$ cat config.mk
export PLATFORM = sky130hd
export DESIGN_NAME = seven_segment_scanner
export DESIGN_NICKNAME = d
export VERILOG_FILES = /design/src/rtl/seven_segment_scanner.sv
export SDC_FILE = /design/constraint.sdc
export NUM_CORES = 1
export LEC_CHECK = 0
export ABC_AREA = 1
export BUFFER_PORTS_ARGS = -buffer_cell sky130_fd_sc_hd__buf_2
export CORE_MARGIN = 2
export CORE_UTILIZATION = 49
export DETAILED_ROUTE_END_ITERATION = 12
export PLACE_DENSITY = 0.81
export SYNTH_ARGS = -nofsm -noshare
export SYNTH_HDL_FRONTEND = slang
export SYNTH_SLANG_ARGS = --single-unit
$ cat constraint.sdc
create_clock -name CLK -period 1.7 [get_ports CLK]
set_clock_uncertainty 0.1 [all_clocks]
set_input_delay 0.34 -clock CLK [delete_from_list [all_inputs] [get_ports CLK]]
set_output_delay 0.34 -clock CLK [all_outputs]
set_load 0.1 [all_outputs]
$ cat src/rtl/seven_segment_scanner.sv
// Time-multiplexed seven-segment driver: latches a display word, then scans
// DIGITS digits round-robin with BCD/hex glyphs and leading-zero blanking.
module seven_segment_scanner #(
    parameter int DIGITS      = 4,
    parameter int DATA_WIDTH  = 32,
    parameter int REFRESH_DIV = 50000
) (
    input  logic                  CLK,
    input  logic                  RESET,
    input  logic [DATA_WIDTH-1:0] IN,
    input  logic                  LOAD,
    input  logic                  MODE,
    input  logic                  BLANK_LEADING,
    output logic [6:0]            SEG,
    output logic [DIGITS-1:0]     AN,
    output logic                  FRAME_DONE
);

    localparam int PW = (REFRESH_DIV > 1) ? $clog2(REFRESH_DIV) : 1;
    localparam int IW = (DIGITS > 1) ? $clog2(DIGITS) : 1;

    logic [PW-1:0]         prescaler_q, prescaler_d;
    logic [IW-1:0]         idx_q, idx_d;
    logic [DATA_WIDTH-1:0] shadow_q, shadow_d;
    logic                  frame_q, frame_d;
    logic [6:0]            seg_q, seg_d;
    logic [DIGITS-1:0]     an_q, an_d;
    logic                  terminal_s;
    logic [3:0]            nibble_s;
    logic                  zero_run_s;
    logic                  blank_s;

    // Glyph lookup; A-F fall back to a dash outside hex mode.
    function automatic logic [6:0] glyph(input logic [3:0] nib, input logic hex);
        logic [6:0] g;
        case (nib)
            4'h0:    g = 7'b1111110;
            4'h1:    g = 7'b0110000;
            4'h2:    g = 7'b1101101;
            4'h3:    g = 7'b1111001;
            4'h4:    g = 7'b0110011;
            4'h5:    g = 7'b1011011;
            4'h6:    g = 7'b1011111;
            4'h7:    g = 7'b1110000;
            4'h8:    g = 7'b1111111;
            4'h9:    g = 7'b1111011;
            4'hA:    g = hex ? 7'b1110111 : 7'b0000001;
            4'hB:    g = hex ? 7'b0011111 : 7'b0000001;
            4'hC:    g = hex ? 7'b1001110 : 7'b0000001;
            4'hD:    g = hex ? 7'b0111101 : 7'b0000001;
            4'hE:    g = hex ? 7'b1001111 : 7'b0000001;
            4'hF:    g = hex ? 7'b1000111 : 7'b0000001;
            default: g = 7'b0000001;
        endcase
        return g;
    endfunction

    assign terminal_s = (prescaler_q == PW'(REFRESH_DIV - 1));

    // State register: prescaler, digit index, shadow word and all outputs.
    always_ff @(posedge CLK or negedge RESET) begin
        if (!RESET) begin
            prescaler_q <= '0;
            idx_q       <= '0;
            shadow_q    <= '0;
            frame_q     <= 1'b0;
            seg_q       <= 7'b0000000;
            an_q        <= '0;
        end else begin
            prescaler_q <= prescaler_d;
            idx_q       <= idx_d;
            shadow_q    <= shadow_d;
            frame_q     <= frame_d;
            seg_q       <= seg_d;
            an_q        <= an_d;
        end
    end

    // Next-state: dwell counter, round-robin digit advance, shadow capture.
    always_comb begin
        prescaler_d = prescaler_q + PW'(1);
        idx_d       = idx_q;
        frame_d     = 1'b0;
        if (terminal_s) begin
            prescaler_d = '0;
            if (idx_q == IW'(DIGITS - 1)) begin
                idx_d   = '0;
                frame_d = 1'b1;
            end else begin
                idx_d   = idx_q + IW'(1);
            end
        end else begin
            idx_d = idx_q;
        end
        if (LOAD) begin
            shadow_d = IN;
        end else begin
            shadow_d = shadow_q;
        end
    end

    // Output decode; a digit blanks only when it and every higher nibble are zero.
    always_comb begin
        nibble_s   = shadow_q[4*int'(idx_q) +: 4];
        zero_run_s = 1'b1;
        blank_s    = 1'b0;
        for (int i = DIGITS - 1; i >= 0; i--) begin
            zero_run_s = zero_run_s && (shadow_q[4*i +: 4] == 4'h0);
            blank_s    = ((i == int'(idx_q)) && (i != 0)) ? zero_run_s : blank_s;
        end
        if (BLANK_LEADING && blank_s) begin
            seg_d = 7'b0000000;
        end else begin
            seg_d = glyph(nibble_s, MODE);
        end
        an_d        = '0;
        an_d[idx_q] = 1'b1;
    end

    generate
        if (DATA_WIDTH > DIGITS * 4) begin : g_unused
            logic unused_upper_s;
            assign unused_upper_s = ^shadow_q[DATA_WIDTH-1:DIGITS*4];
        end
    endgenerate

    assign SEG        = seg_q;
    assign AN         = an_q;
    assign FRAME_DONE = frame_q;

endmodule

## Word level (Yosys, flattened, before mapping)

Index checks and enable logic that the tools add are counted.

| word-level totals | value |
|---|---|
| register bits | 62 |
| input port bits | 37 |
| output and inout port bits | 12 |
| word-level logic and storage cells | 56 |

| operators by class | value |
|---|---|
| $add $sub $neg | 2 |
| $lt $le $gt $ge | 2 |
| eq/ne operators | 20 |
| shift-type cells | 1 |
| mux-type cells | 17 |
| reduce and logical (&&, ||, !) cells | 8 |

Operators with widths:

| cell | number |
|---|---|
| $pmux 7 s16 | 1 |
| $mux 7 | 5 |
| $eq 4x4->1 const B | 8 |
| $shiftx 32x5->4 | 1 |
| $add 16x1->16 const B | 1 |
| $eq 16x16->1 const B | 1 |
| $eq 4x3->1 const B | 4 |
| $logic_not 4->1 | 4 |
| $mux 16 | 1 |
| $eq 4x2->1 const B | 2 |
| $mux 1 | 6 |
| $mux 6 | 1 |
| $mux 5 | 1 |
| $eq 2x2->1 const A | 2 |
| $eq 4x1->1 const B | 1 |
| $logic_and 1x1->1 | 4 |
| $lt 2x3->1 const B | 1 |
| $add 2x1->2 const B | 1 |
| $demux 1 s2 | 1 |
| $eq 1x2->1 const A | 1 |
| $eq 2x2->1 const B | 1 |
| $ge 2x1->1 const B | 1 |
| $mux 2 | 1 |

## Longest topological paths before layout

Gate-level depths: netlist of run 1.

| logic depth | value |
|---|---|
| depth in word-level cells | 6 |
| depth in mapped cells | 13 |
| mapped depth without buffers | 11 |

## Worst setup path after synthesis of run 1

Ideal clock, no wire load.

| path | value |
|---|---|
| kind | reg-to-reg |
| from | register idx_q[0] |
| to | register seg_q[0] (netlist: SEG[0]) |
| setup time | 0.113 ns |
| data arrival time | 1.552 ns |
| data required time | 1.487 ns |
| setup slack | -0.065 ns |
| cell stages (with the launch flop) | 11 |
| buffers on the path | 2 |
| clock period less this slack | 1.765 ns |
| path through | dfrtp_1 > buf_6 > inv_4 > buf_6 > ha_1 > nor2_1 > nand2_1 > a21oi_1 > inv_1 > nand2_1 > inv_1 |

| between the ends | value |
|---|---|
| longest elaborated chain between the ends | 6 |
| elaborated cells on any way between the ends | 26 |
| those cells by class | 18 x eq/ne; 1 x shift; 5 x mux; 2 x reduce/logical |

Ends and longest elaborated chain:

| item | RTL line | RTL |
|---|---|---|
| from (decl) | 23 | `logic [IW-1:0] idx_q, idx_d;` |
| from (signal assigned) | 71 | `idx_q <= idx_d;` |
| parallel branches: the longest is 5 deep, another holds $shiftx 32x5->4 | - |  |
| $mux 7 * | 111 | `if (BLANK_LEADING && blank_s) begin` |
| via seg_d[0] | 26 | `logic [6:0] seg_q, seg_d;` |
| to (signal assigned) | 74 | `seg_q <= seg_d;` |
| to (decl) | 26 |  |

Mark *: on every way through the listed nets, which the timed path passes.
A chain may end at the register's enable or synchronous reset.

## Final worst setup path of run 1

| path | value |
|---|---|
| from | register idx_q[0] |
| to | register seg_q[2] (netlist: SEG[2]) |

Same word-level chain as after synthesis.

==> out/metrics.cfg, run 1 <==
[run_status]
status = complete, no violations

[final_layout]
n_antenna_cell = 0
final_common_cell = nand2_1
final_cell_mix = nand2_1, dfrtp_1, inv_1
final_cells = 411
nets = 385
syn2layout_area_growth_pct = 17.1
drive_above_1_share = 0.276

[floorplan]
io-pin-count = 49
die-area_um2 = 5650
coreArea_um2 = 4820
row_count = 25
initial_core_util = 0.515
die_h_um = 75.1
die_w_um = 75.1

[worst_setup_path]
r2r.worst_path.cells = 10
path_depth = 10
crit_arrival_ns = 1.71
r2r_slack_ns = 0.09
crit_type = register to register
regToRegStartpoint = idx_q[0]$_DFFE_PN0N_
rr_endpoint = SEG[2]$_DFF_PN0_
crit_buf_inv = 2
critPathLaunchType = register
end_kind = register
cp_slowest_cell = dfrtp_2
crit_chain = inv_6 -> nand2_1 -> nand3_1 -> nand2_4 -> nand2_2 -> nor2_1 -> nor2_1 -> nand3_1 -> nand2_1 -> inv_1
path_delay_family = simple AND/OR/NAND/NOR gates
worstPathMaxFanout = 13
max_stage_delay_ns = 0.47
required_ns = 1.80

[logic_synthesis]
synth_seq_cells = 46
muxShareOfSynthArea = 0.0409
avgSynthCellArea_um2 = 8.29
synthAdderAreaFrac = 0.0252
netlist_area_um2 = 2480
synth_warnings = 0
ys_seq_area_frac = 0.464
synth_compound_area_frac = 0.0610
yosys.area_share.xor_xnor = 0.0141
synth_cell_type_count = 28
synth_nets = 341
synth_top_family_by_area = simple AND/OR/NAND/NOR gates
synthCells = 299
yosys.area_share.simple = 0.316

[flow_run]
maxCapViolCount = 0

[routing]
drcViolationCount = 0
drt.antenna.violating_nets = 0
vias = 2029
drtPass1Iterations = 4
drt_iter0_drc = 114
wirelength_mm = 4.73
vias_per_cell = 4.94
routedWlPerCell_um = 11.5

[power]
powerDensity_nw_per_um2 = 859
ir_drop_mv = 0.512
p_leak_nw = 1.50

[grt]
grt_max_degree = 24
grt_pass1_wl_mm = 8.17
first_global_vias = 1857
antenna_found_initial = 0
grt_overflow = 0
globalRouteTotalUtil = 0.191

[clocking]
cts_tree = yes
numCtsBuffers = 5
cts_buffer_depth = 2
h-tree-depth = 2
clockRootBuffer = clkbuf_8
clk_pin_slew_worst_paths_ns = 0.09
worstSkewPairLatency_ns = 0.30
cts_sinks = 46

[place]
place.gp.congestion = 0.878
portBuffers = 32
dp_cells = 401
hpwl_mm = 3.68

[sta]
period_share = 0.948
finalCriticalPeriod_ns = 1.61
fmax_mhz = 621
slew_headroom = 0.677
tightest_slew_ns = 0.488
final_hold_viol_count = 0
setup_tns_ns = 0
drv_slew = 0
setup_viol_count_final = 0
rsz0062_at_grt = yes

[hold_path]
worstHoldStart = IN[13]
min_to = shadow_q[13]$_DFFE_PN0P_
hold_class = primary input to register
whs_path_depth = 3

[layer usage]
layer / up-vias / routed length (um) / track usage / share of wire
li1: 1039 / - / - / -
met1: 924 / 2270 / 0.258 / 0.48
met2: 59 / 2130 / 0.304 / 0.45
met3: 7 / 267 / 0.0535 / 0.056
met4: 0 / 57 / 0.0526 / 0.012
met5: - / 0 / 0 / 0
[cells by family (layout without fill, tap and decap cells)]
family | count (synthesis) | count (layout)
flip-flops | 46 | 46
XOR/XNOR | 4 | 4
AO/OA/AOI/OAI | 28 | 28
adder cells (fa/ha/maj) | 5 | 5
multiplexers | 9 | 9
buffers and inverters | 45 | 90
AND/OR/NAND/NOR | 162 | 162
[synthesized netlist by cell type]
| cell type | instances | area share |
|---|---|---|
| a21oi_1 | 6 | 0.012 |
| a21oi_2 | 1 | 0.0035 |
| a31oi_1 | 2 | 0.0050 |
| buf_6 | 3 | 0.014 |
| clkbuf_1 | 2 | 0.0030 |
| dfrtp_1 | 46 | 0.46 |
| ha_1 | 5 | 0.025 |
| inv_1 | 37 | 0.056 |
| inv_2 | 2 | 0.0030 |
| inv_4 | 1 | 0.0025 |
| mux2_2 | 9 | 0.041 |
| nand2_1 | 69 | 0.10 |
| nand2_2 | 9 | 0.023 |
| nand2_4 | 6 | 0.027 |
| nand3_1 | 22 | 0.044 |
| nand3_2 | 5 | 0.020 |
| nand4_1 | 6 | 0.015 |
| nor2_1 | 34 | 0.051 |
| nor2_2 | 1 | 0.0025 |
| nor2_4 | 3 | 0.014 |
| nor3_1 | 6 | 0.012 |
| nor4_1 | 1 | 0.0025 |
| o21ai_0 | 12 | 0.024 |
| o21ai_1 | 5 | 0.010 |
| o21ai_2 | 1 | 0.0035 |
| o22ai_1 | 1 | 0.0025 |
| xnor2_1 | 1 | 0.0035 |
| xor2_1 | 3 | 0.011 |
[final cells by class]
type / instances / area (um^2)
fill: 445 / 1910
multi-input combinational: 208 / 1160
sequential: 46 / 1150
timing repair buffer: 42 / 254
inverter: 40 / 160
tap: 67 / 83.8
clock buffer: 6 / 82.6
clock inverter: 2 / 12.5
[worst register-to-register path: stages, from the launching register on]
cell and delay [ns]:
dfrtp_2 0.47, inv_6 0.14, nand2_1 0.09, nand3_1 0.12
nand2_4 0.11, nand2_2 0.12, nor2_1 0.05, nor2_1 0.10
nand3_1 0.10, nand2_1 0.08, inv_1 0.03
[stage by stage]
stage / area (um^2) / setup slack (ns) / util / hold WS, ns / power, mW
final: 2900 / 0.0888 / 0.603 / 0.141 / 2.49
after floorplan: 2480 / 0.0313 / - / -0.0556 / 1.68
after detailed placement: 2760 / 0.0573 / 0.573 / 0.194 / 1.82
after CTS: 2860 / 0.0145 / 0.595 / 0.135 / 2.52
after global placement: 2760 / 0.0892 / 0.573 / 0.190 / 1.81
after global routing: 2900 / -0.0648 / 0.603 / 0.150 / 2.61
[worst max-delay path by stage]
stage / from / end
finish: idx_q[0]$_DFFE_PN0N_ / SEG[2]$_DFF_PN0_
global route: idx_q[0]$_DFFE_PN0N_ / SEG[1]$_DFF_PN0_
CTS: idx_q[0]$_DFFE_PN0N_ / SEG[3]$_DFF_PN0_
detailed placement: idx_q[0]$_DFFE_PN0N_ / SEG[3]$_DFF_PN0_
global placement: idx_q[0]$_DFFE_PN0N_ / SEG[1]$_DFF_PN0_
floorplan: idx_q[0]$_DFFE_PN0N_ / SEG[4]$_DFF_PN0_
[timing repair]
action,4_1_cts,5_1_grt
endpoints found under the hold margin,16,0
buffers inserted,0,1
setup endpoints to repair,0,16
hold buffers,1,0
gates resized for setup,0,12
[sequential cells by signal, indices dropped and copies added, names as in the netlist]
signal / count
prescaler_q: 16
idx_q: 2
SEG: 7
FRAME_DONE: 1
shadow_q: 16
AN: 4
[report_power, final]
| group | internal, mW | switching [mW] | total, mW |
|---|---|---|---|
| Sequential | 1.16 | 0.0326 | 1.19 |
| Combinational | 0.149 | 0.454 | 0.602 |
| Clock | 0.327 | 0.369 | 0.696 |
| Total | 1.64 | 0.855 | 2.49 |
Note: power is estimated with default switching activity, not from simulation.
==> inputs of run 2 (changes only) <==
--- a/config.mk
+++ b/config.mk
@@ -7,6 +7,7 @@
 export LEC_CHECK = 0
 export ABC_AREA = 1
 export BUFFER_PORTS_ARGS = -buffer_cell sky130_fd_sc_hd__buf_2
+export CORE_ASPECT_RATIO = 2
 export CORE_MARGIN = 2
 export CORE_UTILIZATION = 49
 export DETAILED_ROUTE_END_ITERATION = 12
==> run 2 against run 1 <==
- maximum frequency decreased by 1.7%
- highest routed layer unchanged
- routed wire length grew 8.2%
- total power down 0.35%
- global-route usage up 1.6 points
- setup slack got worse by 0.028 ns
- critical endpoint unchanged
- critical path type unchanged
==> out/metrics.cfg, run 2 (synthesized netlist as in run 1, its figures left out) <==
[worst_setup_path]
critPathLaunchType = register
crit_chain = buf_4 -> nand2_1 -> nand3_1 -> nand2_4 -> nand2_2 -> nor2_1 -> nor2_1 -> nand3_1 -> nand2_1 -> inv_1
max_stage_delay_ns = 0.45
required_ns = 1.84
crit_type = register to register
crit_arrival_ns = 1.78
r2r.worst_path.cells = 10
end_kind = register
worstPathMaxFanout = 7
cp_slowest_cell = dfrtp_2

[floorplan]
coreArea_um2 = 4860
io-pin-count = 49
die_h_um = 105
die-area_um2 = 5680
die_w_um = 54.3
row_count = 36
initial_core_util = 0.510

[sta]
setup_viol_count_final = 0
final_hold_viol_count = 0
finalCriticalPeriod_ns = 1.64
period_share = 0.964
slew_headroom = 0.678
setup_tns_ns = 0
drv_slew = 0
rsz0062_at_grt = yes
fmax_mhz = 610
setup_slack_ns = 0.0605
tightest_slew_ns = 0.486

[hold_path]
hold_class = primary input to register
whs_path_depth = 3

[place]
hpwl_mm = 4.08
dp_slack_ns = 0.0787
dp_cells = 394
place.gp.congestion = 0.922
portBuffers = 32

[grt]
globalRouteTotalUtil = 0.207
antenna_found_initial = 0
grt_overflow = 0
grt_max_degree = 29
first_global_vias = 2048
grt_pass1_wl_mm = 8.65

[power]
powerDensity_nw_per_um2 = 850
power_frac_clock = 0.276
p_comb_frac = 0.242
p_int_mw = 1.64
p_leak_nw = 1.52
p_sw_frac = 0.339
p_seq_frac = 0.482
ir_drop_mv = 0.557
power.switching_mw = 0.842

[final_layout]
n_antenna_cell = 0
drive_above_1_share = 0.300
final_cells = 404
fillers = 423
final_common_cell = nand2_1
final_cell_mix = nand2_1, dfrtp_1, inv_1
syn2layout_area_growth_pct = 17.9
nets = 388

[routing]
dr_wl_met2_mm = 3.00
routedWlPerCell_um = 12.7
routed.top_layer = met4
wirelength_mm = 5.12
drtPass1Iterations = 4
wl_met1_mm = 1.75
vias_per_cell = 5.16
drt_iter0_drc = 41
vias = 2085
drt.antenna.violating_nets = 0
drcViolationCount = 0
wl_met3_um = 154

[clocking]
numCtsBuffers = 5
clockRootBuffer = clkbuf_8
h-tree-depth = 2
cts_buffer_depth = 2
cts_sinks = 46
cts_tree = yes
clk_pin_slew_worst_paths_ns = 0.09
worstSkewPairLatency_ns = 0.30

[run_status]
status = complete, no violations

[flow_run]
maxCapViolCount = 0

[run 2: final cells by class]
cell class                      count  area, um^2  share of cell area
Clock buffer                        7        86.3              0.0295
Clock inverter                      1        5.00             0.00171
Inverter                           40         153              0.0522
Multi-Input combinational cell    208        1170               0.400
Sequential cell                    46        1150               0.395
Tap cell                           57        71.3              0.0244
Timing Repair Buffer               45         285              0.0976
[run 2: worst paths after layout]
| kind | from | end | slack (ns) |
|---|---|---|---|
| worst max register to register | idx_q[0]$_DFFE_PN0N_ | SEG[2]$_DFF_PN0_ | 0.06 |
| worst min register to register | prescaler_q[0]$_DFF_PN0_ | prescaler_q[0]$_DFF_PN0_ | 0.36 |
| max in group asynchronous | RESET | prescaler_q[13]$_DFF_PN0_ | 0.58 |
| min in group asynchronous | RESET | prescaler_q[6]$_DFF_PN0_ | 0.41 |
| worst max-delay path | idx_q[0]$_DFFE_PN0N_ | SEG[2]$_DFF_PN0_ | 0.06 |
| worst min-delay path | IN[15] | shadow_q[15]$_DFFE_PN0P_ | 0.14 |
[run 2: power groups by stage]
| stage | logic, mW | registers, mW | clock network, mW |
|---|---|---|---|
| 5_1_grt | 0.653 | 1.20 | 0.750 |
| 6_report | 0.601 | 1.20 | 0.686 |
| 2_1_floorplan | 0.221 | 1.46 | 0 |
| 3_5_place_dp | 0.599 | 1.22 | 0 |
| 3_3_place_gp | 0.591 | 1.21 | 0 |
| 4_1_cts | 0.601 | 1.20 | 0.707 |
[run 2: what timing repair did]
item / CTS / global route
setup buffers: 0 / 1
resized for setup: 0 / 14
hold buffers: 1 / 0
endpoints found under the setup margin: 0 / 14
endpoints found under the hold margin: 18 / 0
[run 2: metrics by stage]
step | power [mW] | hold slack, ns | area, um^2 | utilization
after floorplan | 1.68 | -0.0556 | 2480 | -
after global placement | 1.81 | 0.199 | 2780 | 0.572
after detailed placement | 1.82 | 0.208 | 2780 | 0.572
after CTS | 2.50 | 0.131 | 2880 | 0.593
after global routing | 2.61 | 0.143 | 2920 | 0.601
final | 2.48 | 0.137 | 2920 | 0.601
[run 2: routing by layer]
metal / up-vias / GRT usage
met5: - / 0
met4: 0 / 0.114
met1: 970 / 0.203
li1: 1049 / -
met3: 20 / 0.0343
met2: 46 / 0.374
[run 2: worst max-delay path, delay by kind of cell, from the launching register on]
| kind | cells | cell delay [ns] |
|---|---|---|
| and+or+nand+nor | 8 | 0.81 |
| DFF | 1 | 0.45 |
| buffers and inverters | 2 | 0.21 |
==> inputs of run 3 (changes only) <==
--- a/config.mk
+++ b/config.mk
@@ -9,9 +9,10 @@
 export BUFFER_PORTS_ARGS = -buffer_cell sky130_fd_sc_hd__buf_2
 export CORE_ASPECT_RATIO = 2
 export CORE_MARGIN = 2
-export CORE_UTILIZATION = 49
+export CORE_UTILIZATION = 51
+export CTS_BUF_LIST = sky130_fd_sc_hd__clkbuf_8
 export DETAILED_ROUTE_END_ITERATION = 12
-export PLACE_DENSITY = 0.81
+export PLACE_DENSITY = 0.84
 export SYNTH_ARGS = -nofsm -noshare
 export SYNTH_HDL_FRONTEND = slang
 export SYNTH_SLANG_ARGS = --single-unit
==> run 3 against run 2 <==
- first-iteration DRC count decreased by 32%
- critical path type unchanged
- via count decreased by 2.0%
- final cell count decreased by 0.99%
- critical path depth unchanged
- maximum frequency increased by 0.42%
- largest cell class unchanged
- global-route usage increased by 0.063 points
- die area decreased by 3.7%
- hold slack improved by 0.018 ns
- setup slack improved by 0.0068 ns
==> out/metrics.cfg, run 3 (synthesized netlist as in run 1, its figures left out) <==
[worst_setup_path]
r2r_slack_ns = 0.07
crit_type = register to register
critPathLaunchType = register
end_kind = register
crit_arrival_ns = 1.75
rr_endpoint = SEG[5]$_DFF_PN0_
r2r.worst_path.cells = 10
required_ns = 1.82
regToRegStartpoint = idx_q[0]$_DFFE_PN0N_
worstPathMaxFanout = 6

[final_layout]
final_cell_mix = nand2_1, dfrtp_1, inv_1
fillers = 410
final_core_util = 0.627
drive_above_1_share = 0.313
nets = 386
n_antenna_cell = 0
syn2layout_area_growth_pct = 17.4
final_common_cell = nand2_1

[hold_path]
whs_path_depth = 3
hold_class = primary input to register
min_to = shadow_q[7]$_DFFE_PN0P_
worstHoldStart = IN[7]

[sta]
setup_slack_ns = 0.0674
drv_slew = 0
rsz0062_at_grt = yes
setup_viol_count_final = 0
fmax_mhz = 613
period_share = 0.960
finalCriticalPeriod_ns = 1.63
slew_headroom = 0.677
final_hold_viol_count = 0
setup_tns_ns = 0
tightest_slew_ns = 0.488

[clocking]
cts_sinks = 46
cts_setup_buffers = 0
numCtsBuffers = 5
cts_buffer_depth = 2
cts_tree = yes
clockRootBuffer = clkbuf_8
clk_pin_slew_worst_paths_ns = 0.07
worstSkewPairLatency_ns = 0.29
h-tree-depth = 2

[place]
hpwl_mm = 3.86
dp_slack_ns = 0.0737
place.gp.congestion = 0.899
portBuffers = 32

[floorplan]
coreArea_um2 = 4640
die_w_um = 53.3
row_count = 35
die-area_um2 = 5470
die_h_um = 103
io-pin-count = 49
initial_core_util = 0.534

[routing]
drtPass1Iterations = 4
routedWlPerCell_um = 12.1
vias_per_cell = 5.11
wirelength_mm = 4.85
drt_iter0_drc = 28
drcViolationCount = 0
drt.antenna.violating_nets = 0
vias = 2044

[grt]
grt_pass1_wl_mm = 8.38
first_global_vias = 2026
grt_max_degree = 24
grt_overflow = 0
antenna_found_initial = 0
globalRouteTotalUtil = 0.207

[power]
power_mw = 2.45
powerDensity_nw_per_um2 = 840
ir_drop_mv = 0.732
p_leak_nw = 1.50

[run_status]
status = complete, no violations

[flow_run]
maxCapViolCount = 0

-- run 3: cell type report --
type	instances	area, um^2	area share
Clock buffer	6	82.6	0.0284
Clock inverter	2	8.76	0.00301
Inverter	40	158	0.0541
Multi-Input combinational cell	208	1200	0.411
Sequential cell	46	1150	0.396
Tap cell	55	68.8	0.0236
Timing Repair Buffer	43	245	0.0842
-- run 3: repair_timing --
action	4_1_cts	5_1_grt
hold buffers	1	0
endpoints found under the setup margin	0	18
hold endpoints to repair	12	0
gates resized for setup	0	24
-- run 3: how the worst max path moves through the flow --
stage | start | end | slack, ns | depth (start not counted)
2_1_floorplan | idx_q[0]$_DFFE_PN0N_ | SEG[4]$_DFF_PN0_ | 0.03 | 10
3_3_place_gp | idx_q[0]$_DFFE_PN0N_ | SEG[2]$_DFF_PN0_ | 0.10 | 10
3_5_place_dp | prescaler_q[0]$_DFF_PN0_ | idx_q[1]$_DFFE_PN0N_ | 0.07 | 8
4_1_cts | idx_q[0]$_DFFE_PN0N_ | SEG[2]$_DFF_PN0_ | 0.07 | 10
5_1_grt | idx_q[0]$_DFFE_PN0N_ | SEG[3]$_DFF_PN0_ | -0.01 | 10
6_report | idx_q[0]$_DFFE_PN0N_ | SEG[5]$_DFF_PN0_ | 0.07 | 10
-- run 3: per-layer routing --
metal | track usage | wire [um]
met4 | 0.142 | 209
met3 | 0.0420 | 164
met2 | 0.363 | 2750
met1 | 0.211 | 1720
met5 | 0 | 0
-- run 3: worst max-delay path, cell delays in order (launching register included) --
cell and delay, ns:
dfrtp_2 0.46, buf_4 0.18, nand2_1 0.12, nand2_1 0.10, nand2_2 0.09, nand2_4 0.08, nor2_4 0.12, nand3_2 0.10
o21ai_1 0.09, nor2_1 0.05, nor2_1 0.08
-- run 3: power by group --
part,internal (mW),total (mW),switching (mW),leakage [nW]
logic,0.147,0.598,0.451,0.879
registers,1.16,1.19,0.0328,0.571
clock network,0.322,0.653,0.332,0.0524
total,1.63,2.45,0.815,1.50
-- run 3: per-stage QoR --
stage                     cells  hold slack (ns)  cell area (um^2)
after global placement      391            0.138              2750
after global routing        400            0.158              2910
after floorplan             299          -0.0556              2480
after detailed placement    391            0.143              2750
after CTS                   400            0.149              2850
final                       400            0.154              2910
